$ cat src/rtl/imm_pkg.sv
// ============================================================================
// Module   : imm_pkg
// Brief    : Shared types and helpers for the immediate encoder.
// Revision : 1.0
// ============================================================================
`default_nettype none

package imm_pkg;

    typedef enum logic [1:0] {
        IMM8   = 2'b00,
        IMM12  = 2'b01,
        BRANCH = 2'b10,
        ROTIMM = 2'b11
    } imm_src_t;

    typedef enum logic [1:0] {
        IDLE   = 2'b00,
        SEARCH = 2'b01,
        FIN    = 2'b10
    } enc_state_t;

    localparam int ROT_W = 4;

    // A zero shift makes the right-hand term shift by 32, which yields 0.
    function automatic logic [31:0] rol32(input logic [31:0] x, input logic [4:0] sh);
        rol32 = (x << sh) | (x >> (6'd32 - {1'b0, sh}));
    endfunction

endpackage

`default_nettype wire

$ cat src/rtl/imm_rot_check.sv
// ============================================================================
// Module   : imm_rot_check
// Brief    : Tests whether value rotated left by 2*rot fits in 8 bits.
// Revision : 1.0
// ============================================================================
`default_nettype none

module imm_rot_check
    import imm_pkg::*;
(
    input  logic [31:0]      value,
    input  logic [ROT_W-1:0] rot,
    output logic             hit,
    output logic [7:0]       imm8
);

    logic [31:0] w_rot;

    assign w_rot = rol32(value, {rot, 1'b0});
    assign hit   = (w_rot[31:8] == 24'h0);
    assign imm8  = w_rot[7:0];

endmodule

`default_nettype wire

$ cat src/rtl/imm_encode.sv
// ============================================================================
// Module   : imm_encode
// Brief    : Inverse of the extend unit: builds Instr[23:0] for a target value.
// Revision : 1.0
// ============================================================================
`default_nettype none

module imm_encode
    import imm_pkg::*;
#(
    parameter int NROT = 16
) (
    input  logic        clk,
    input  logic        reset,
    input  logic        start,
    input  logic [31:0] value,
    input  logic [1:0]  imm_src,
    output logic        busy,
    output logic        done,
    output logic        ok,
    output logic [23:0] instr_field
);

    localparam logic [ROT_W-1:0] c_ROT_MAX = ROT_W'(NROT - 1);

    enc_state_t       r_state;
    enc_state_t       w_next;
    logic [31:0]      r_value;
    imm_src_t         r_src;
    logic [ROT_W-1:0] r_rot;
    logic             r_busy;
    logic             r_done;
    logic             r_ok;
    logic [23:0]      r_field;

    logic             w_accept;
    logic             w_hit;
    logic [7:0]       w_imm8;
    logic             w_last_rot;
    logic             w_load;
    logic             w_res_ok;
    logic [23:0]      w_res_field;

    // busy stays high through the done cycle, so a start there is never taken.
    assign w_accept   = start && !r_busy;
    assign w_last_rot = (r_rot == c_ROT_MAX);

    imm_rot_check u_rot_check (
        .value (r_value),
        .rot   (r_rot),
        .hit   (w_hit),
        .imm8  (w_imm8)
    );

    always_ff @(posedge clk) begin
        if (reset) begin
            r_state <= IDLE;
        end else begin
            r_state <= w_next;
        end
    end

    always_comb begin
        w_next = r_state;
        case (r_state)
            IDLE: begin
                if (w_accept) begin
                    w_next = (imm_src == ROTIMM) ? SEARCH : FIN;
                end
            end
            SEARCH: begin
                if (w_hit || w_last_rot) begin
                    w_next = IDLE;
                end
            end
            FIN:     w_next = IDLE;
            default: w_next = IDLE;
        endcase
    end

    always_comb begin
        w_load      = 1'b0;
        w_res_ok    = 1'b0;
        w_res_field = 24'h0;
        case (r_state)
            FIN: begin
                w_load = 1'b1;
                case (r_src)
                    IMM8: begin
                        w_res_ok    = (r_value[31:8] == 24'h0);
                        w_res_field = w_res_ok ? {16'h0, r_value[7:0]} : 24'h0;
                    end
                    IMM12: begin
                        w_res_ok    = (r_value[31:12] == 20'h0);
                        w_res_field = w_res_ok ? {12'h0, r_value[11:0]} : 24'h0;
                    end
                    BRANCH: begin
                        w_res_ok    = (r_value[1:0] == 2'b00) &&
                                      (r_value[31:25] == {7{r_value[25]}});
                        w_res_field = w_res_ok ? r_value[25:2] : 24'h0;
                    end
                    default: begin
                        w_res_ok    = 1'b0;
                        w_res_field = 24'h0;
                    end
                endcase
            end
            SEARCH: begin
                if (w_hit) begin
                    w_load      = 1'b1;
                    w_res_ok    = 1'b1;
                    w_res_field = {12'h0, r_rot, w_imm8};
                end else if (w_last_rot) begin
                    w_load      = 1'b1;
                end
            end
            default: begin
                w_load = 1'b0;
            end
        endcase
    end

    always_ff @(posedge clk) begin
        if (reset) begin
            r_value <= 32'h0;
            r_src   <= IMM8;
            r_rot   <= '0;
            r_busy  <= 1'b0;
            r_done  <= 1'b0;
            r_ok    <= 1'b0;
            r_field <= 24'h0;
        end else begin
            r_done <= w_load;
            if (w_accept) begin
                r_value <= value;
                r_src   <= imm_src_t'(imm_src);
                r_rot   <= '0;
                r_busy  <= 1'b1;
            end else if (r_done) begin
                r_busy  <= 1'b0;
            end
            if (w_load) begin
                r_ok    <= w_res_ok;
                r_field <= w_res_field;
            end
            // Saturating: the last candidate ends the search, so no wrap.
            if (r_state == SEARCH && !w_hit && !w_last_rot) begin
                r_rot <= r_rot + 1'b1;
            end
        end
    end

    assign busy        = r_busy;
    assign done        = r_done;
    assign ok          = r_ok;
    assign instr_field = r_field;

endmodule

`default_nettype wire

$ cat config.mk
export PLATFORM = sky130hd
export DESIGN_NAME = imm_encode
export DESIGN_NICKNAME = d
export VERILOG_FILES = /design/src/rtl/imm_pkg.sv /design/src/rtl/imm_rot_check.sv /design/src/rtl/imm_encode.sv
export SDC_FILE = /design/constraint.sdc
export NUM_CORES = 1
export LEC_CHECK = 0
export CAP_MARGIN = 20
export CORE_UTILIZATION = 40
export DETAILED_ROUTE_END_ITERATION = 10
export HOLD_SLACK_MARGIN = 0.15
export REMOVE_ABC_BUFFERS = 1
export SYNTH_ARGS = -nofsm -noshare
export SYNTH_HDL_FRONTEND = slang
export SYNTH_HIERARCHICAL = 1
export SYNTH_SLANG_ARGS = --single-unit
$ cat constraint.sdc
create_clock -name clk -period 4.58 [get_ports clk]
set_clock_uncertainty 0.15 [all_clocks]
set_input_delay 0.916 -clock clk [delete_from_list [all_inputs] [get_ports clk]]
set_output_delay 0.916 -clock clk [all_outputs]
set_load 0.1 [all_outputs]
==> summary.md <==
| Metric | Value |
|---|---|
| RePlAce Congestion | 0.910 |
| CP Buf/Inv Count | 3 |
| Max Cap Viol | 0 |
| Post-Route Utilization | 49.4% |
| Total iterations of the first detailed-routing run | 7 |
| Seq/Total Area, Yosys | 30.2% |
| H-tree depth | 3 |
| Clock slew at reported path FFs | 0.07 ns |
| Vias in the first global route | 4299 |
| Syn Inst Count | 577 |
| Worst setup path endpoint | instr_field[13] |
| Worst R2R Setup Slack | 0.44 ns |
| Layout cells sized above 1 | 10.8% |
| Critical path class | reg -> reg |
| Critical path fanouts, max | 23 |
| Non-Filler Instances | 768 |
| Post-DR wirelength/cell | 18.1 um |
| Post-synth EDFFs | 0 |
| Period utilisation layout | 90.4% |
| Diode count | 0 |
| Commonest non-fill, non-tap cell in the layout | nand2_1 |
| Critical Path Most Common Cell | buf_4 |
| Critical path's slowest cell | or4_1 |
| Critical R2R Launch | r_rot[0] |
| Status | completed |
| Hpwl dp | 9.96 mm |
| First-pass GRT wire length | 22.5 mm |
| Worst path depth | 14 |
| Post-route ant nets | 0 |
| Hold Crit Class | reg -> reg |
| Hold buffers post-CTS | 0 |
| Clock sinks | 67 |
| Total CTS buffers | 9 |
| Initial antenna violation count | 0 |
| Final Cell Area | 0.00535 mm^2 |
| CP delay by family, top | compound AO/OA/AOI/OAI gates |
| CTS tree | built |
| Post-Route WL | 13.9 mm |
| Placed cell count | 753 |
| RSZ-0062 raised after global routing | false |
| Die area | 0.0115 mm^2 |
| Die W | 107 um |
| Min Tclk post-route | 4.14 ns |
| CORE AREA | 0.0108 mm^2 |
| Resize count post-CTS | 0 |
| Worst reg2reg path depth | 14 |
| Worst setup path startpoint | r_rot[0] |
| Most frequent cells in the layout | 100 x nand2_1, 71 x a21oi_1, 66 x dfxtp_1, 62 x clkdlybuf4s50_1, 60 x nor2_1 |
| Slowest stage delay, CP | 0.55 ns |
| Die height | 107 um |
| DP Area | 0.00518 mm^2 |
| Distinct cells, synth | 56 |
| Aggregate global-route resource usage | 25.4% |
| VDD IR max | 0.204 mV |
| Mapped Avg Cell Area | 7.69 um^2 |
| Via count | 4571 |
| Worst-Margin Slew | 0.977 ns |
| Reg area | 0.00134 mm^2 |
| Final nets | 666 |
| Largest net degree at the start of global routing | 67 |
| Multi-input combinational cell area | 0.00287 mm^2 |
| FMAX | 242 MHz |
| Setup Fix Bufs, Post-CTS | 0 |
| Fraction of registers with async set/reset | 0% |
| Type of origin of the critical path | register |
| Final hold viol count | 0 |
| Pwr Total | 1400 uW |
| I/O pin count | 64 |
| Port bufs | 63 |
| Prevailing post-synth register cell | dfxtp_1 |
| P_leak | 0.00188 uW |
| Synth warnings | 6 |
| # setup viols final | 0 |
| Fillers | 1085 |
| Num rows | 38 |
| Cells along the critical path | inv_4, ha_1, xor2_2, buf_4, mux2i_1, o21ai_0, or4_1, o31ai_1, o211a_1, a31oi_1, a21o_1, buf_4, a22oi_1, nor2_1 |
| Critical path arrival | 4.22 ns |
| Pwr dens | 261 mW/mm^2 |
| Post-synthesis register bit count | 67 |
| DR iter-0 viols | 280 |
| GRT overflow | 0 |
| Worst Setup End Kind | register |
| Worst Path Required | 4.66 ns |
| Final slew viol count | 0 |
| R2R Path End | instr_field[13] |
| DRC | 0 |
| Avg Vias per Cell | 5.95 |
| Slew HR | 34.7% |
| Skew-Pair Late Insertion Delay | 0.37 ns |
| Synthesized cell area | 0.00444 mm^2 |
| Area delta synth->final | 20.6% |
| Initial cell density of the core | 40.9% |
| Max clock buf depth | 2 |
| Clk root buf | clkbuf_8 |
==> per-layer routing <==
| layer | global-route usage (%) | share of wire [%] | vias up |
|---|---|---|---|
| met5 | 0 | 0 | - |
| met4 | 8.41 | 1.9 | 0 |
| met3 | 5.15 | 5.1 | 23 |
| met2 | 39.4 | 45 | 138 |
| met1 | 34.9 | 48 | 2189 |
| li1 | - | - | 2221 |
==> logic make-up (layout without fill, tap and decap cells) <==
group,count (synthesis),after routing,share of synthesized area (%)
simple gates,233,233,24.5
compound gates,179,179,26.5
flops,67,67,30.2
buf+inv,51,102,5.25
mux,41,41,11.9
fa+ha+maj,5,5,1.41
xor+xnor,1,1,0.197
==> per-stage QoR <==
step | setup TNS, ns | setup slack, ns | hold WS (ns)
floorplan | -49.08 | -1.78 | 0.297
global placement | 0 | 0.591 | 0.316
detailed placement | 0 | 0.525 | 0.327
CTS | 0 | 0.506 | 0.337
global route | 0 | 0.197 | 0.380
finish | 0 | 0.440 | 0.338
==> report_power, final <==
group / internal [uW] / switching, uW
Clock: 207 / 235
Sequential: 604 / 52.2
Combinational: 129 / 172
==> synth_stat cells, types with 3 or more instances <==
cell type / number / area, um^2
nor3b_1: 3 / 22.5
inv_1: 7 / 26.3
nor4_1: 11 / 68.8
a31oi_1: 3 / 18.8
mux2_2: 9 / 101
a22oi_1: 16 / 120
and3_1: 7 / 43.8
nor3_1: 16 / 80.1
a21oi_1: 71 / 355
o22ai_1: 14 / 87.6
a221oi_1: 9 / 78.8
ha_1: 5 / 62.6
mux2i_1: 23 / 230
nand3_1: 6 / 30.0
a2111oi_2: 8 / 120
dfxtp_1: 67 / 1340
o41ai_1: 3 / 26.3
nor2_1: 60 / 225
mux4_2: 8 / 180
nand2_1: 100 / 375
a211oi_1: 18 / 135
buf_4: 3 / 22.5
buf_2: 10 / 50.1
nand2b_1: 3 / 18.8
clkbuf_1: 26 / 97.6
nor2b_1: 7 / 43.8
a21o_1: 3 / 22.5
o21ai_0: 20 / 100
==> worst min-delay path by stage <==
stage | startpoint | end | slack [ns] | cells after the start
2_1_floorplan | r_state[1] | r_state[1] | 0.30 | 2
3_3_place_gp | r_state[1] | r_state[1] | 0.32 | 2
3_5_place_dp | r_state[1] | r_state[1] | 0.33 | 2
4_1_cts | r_state[1] | r_state[1] | 0.34 | 2
5_1_grt | r_state[1] | r_state[1] | 0.38 | 2
6_report | r_state[1] | r_state[1] | 0.34 | 2
==> final cells by class <==
cell class	count	area share, %
flip-flops and latches	67	25.1
repair buffers	79	14.2
clock buffers	11	2.64
clock inverters	4	0.514
inverters	8	0.608
well taps	140	3.27
multi-input cells	459	53.7
==> tightest hold or removal path, stage by stage (launching register included) <==
cell	delay, ns
dfxtp_1	0.33
nand2_1	0.06
a21oi_1	0.05
==> state kept, by name, indices dropped and copies added, names as in the netlist <==
register     flops
r_value         32
r_src            2
busy             1
ok               1
instr_field     24
r_state          2
done             1
r_rot            4
Power figures use the tool's default switching activity.
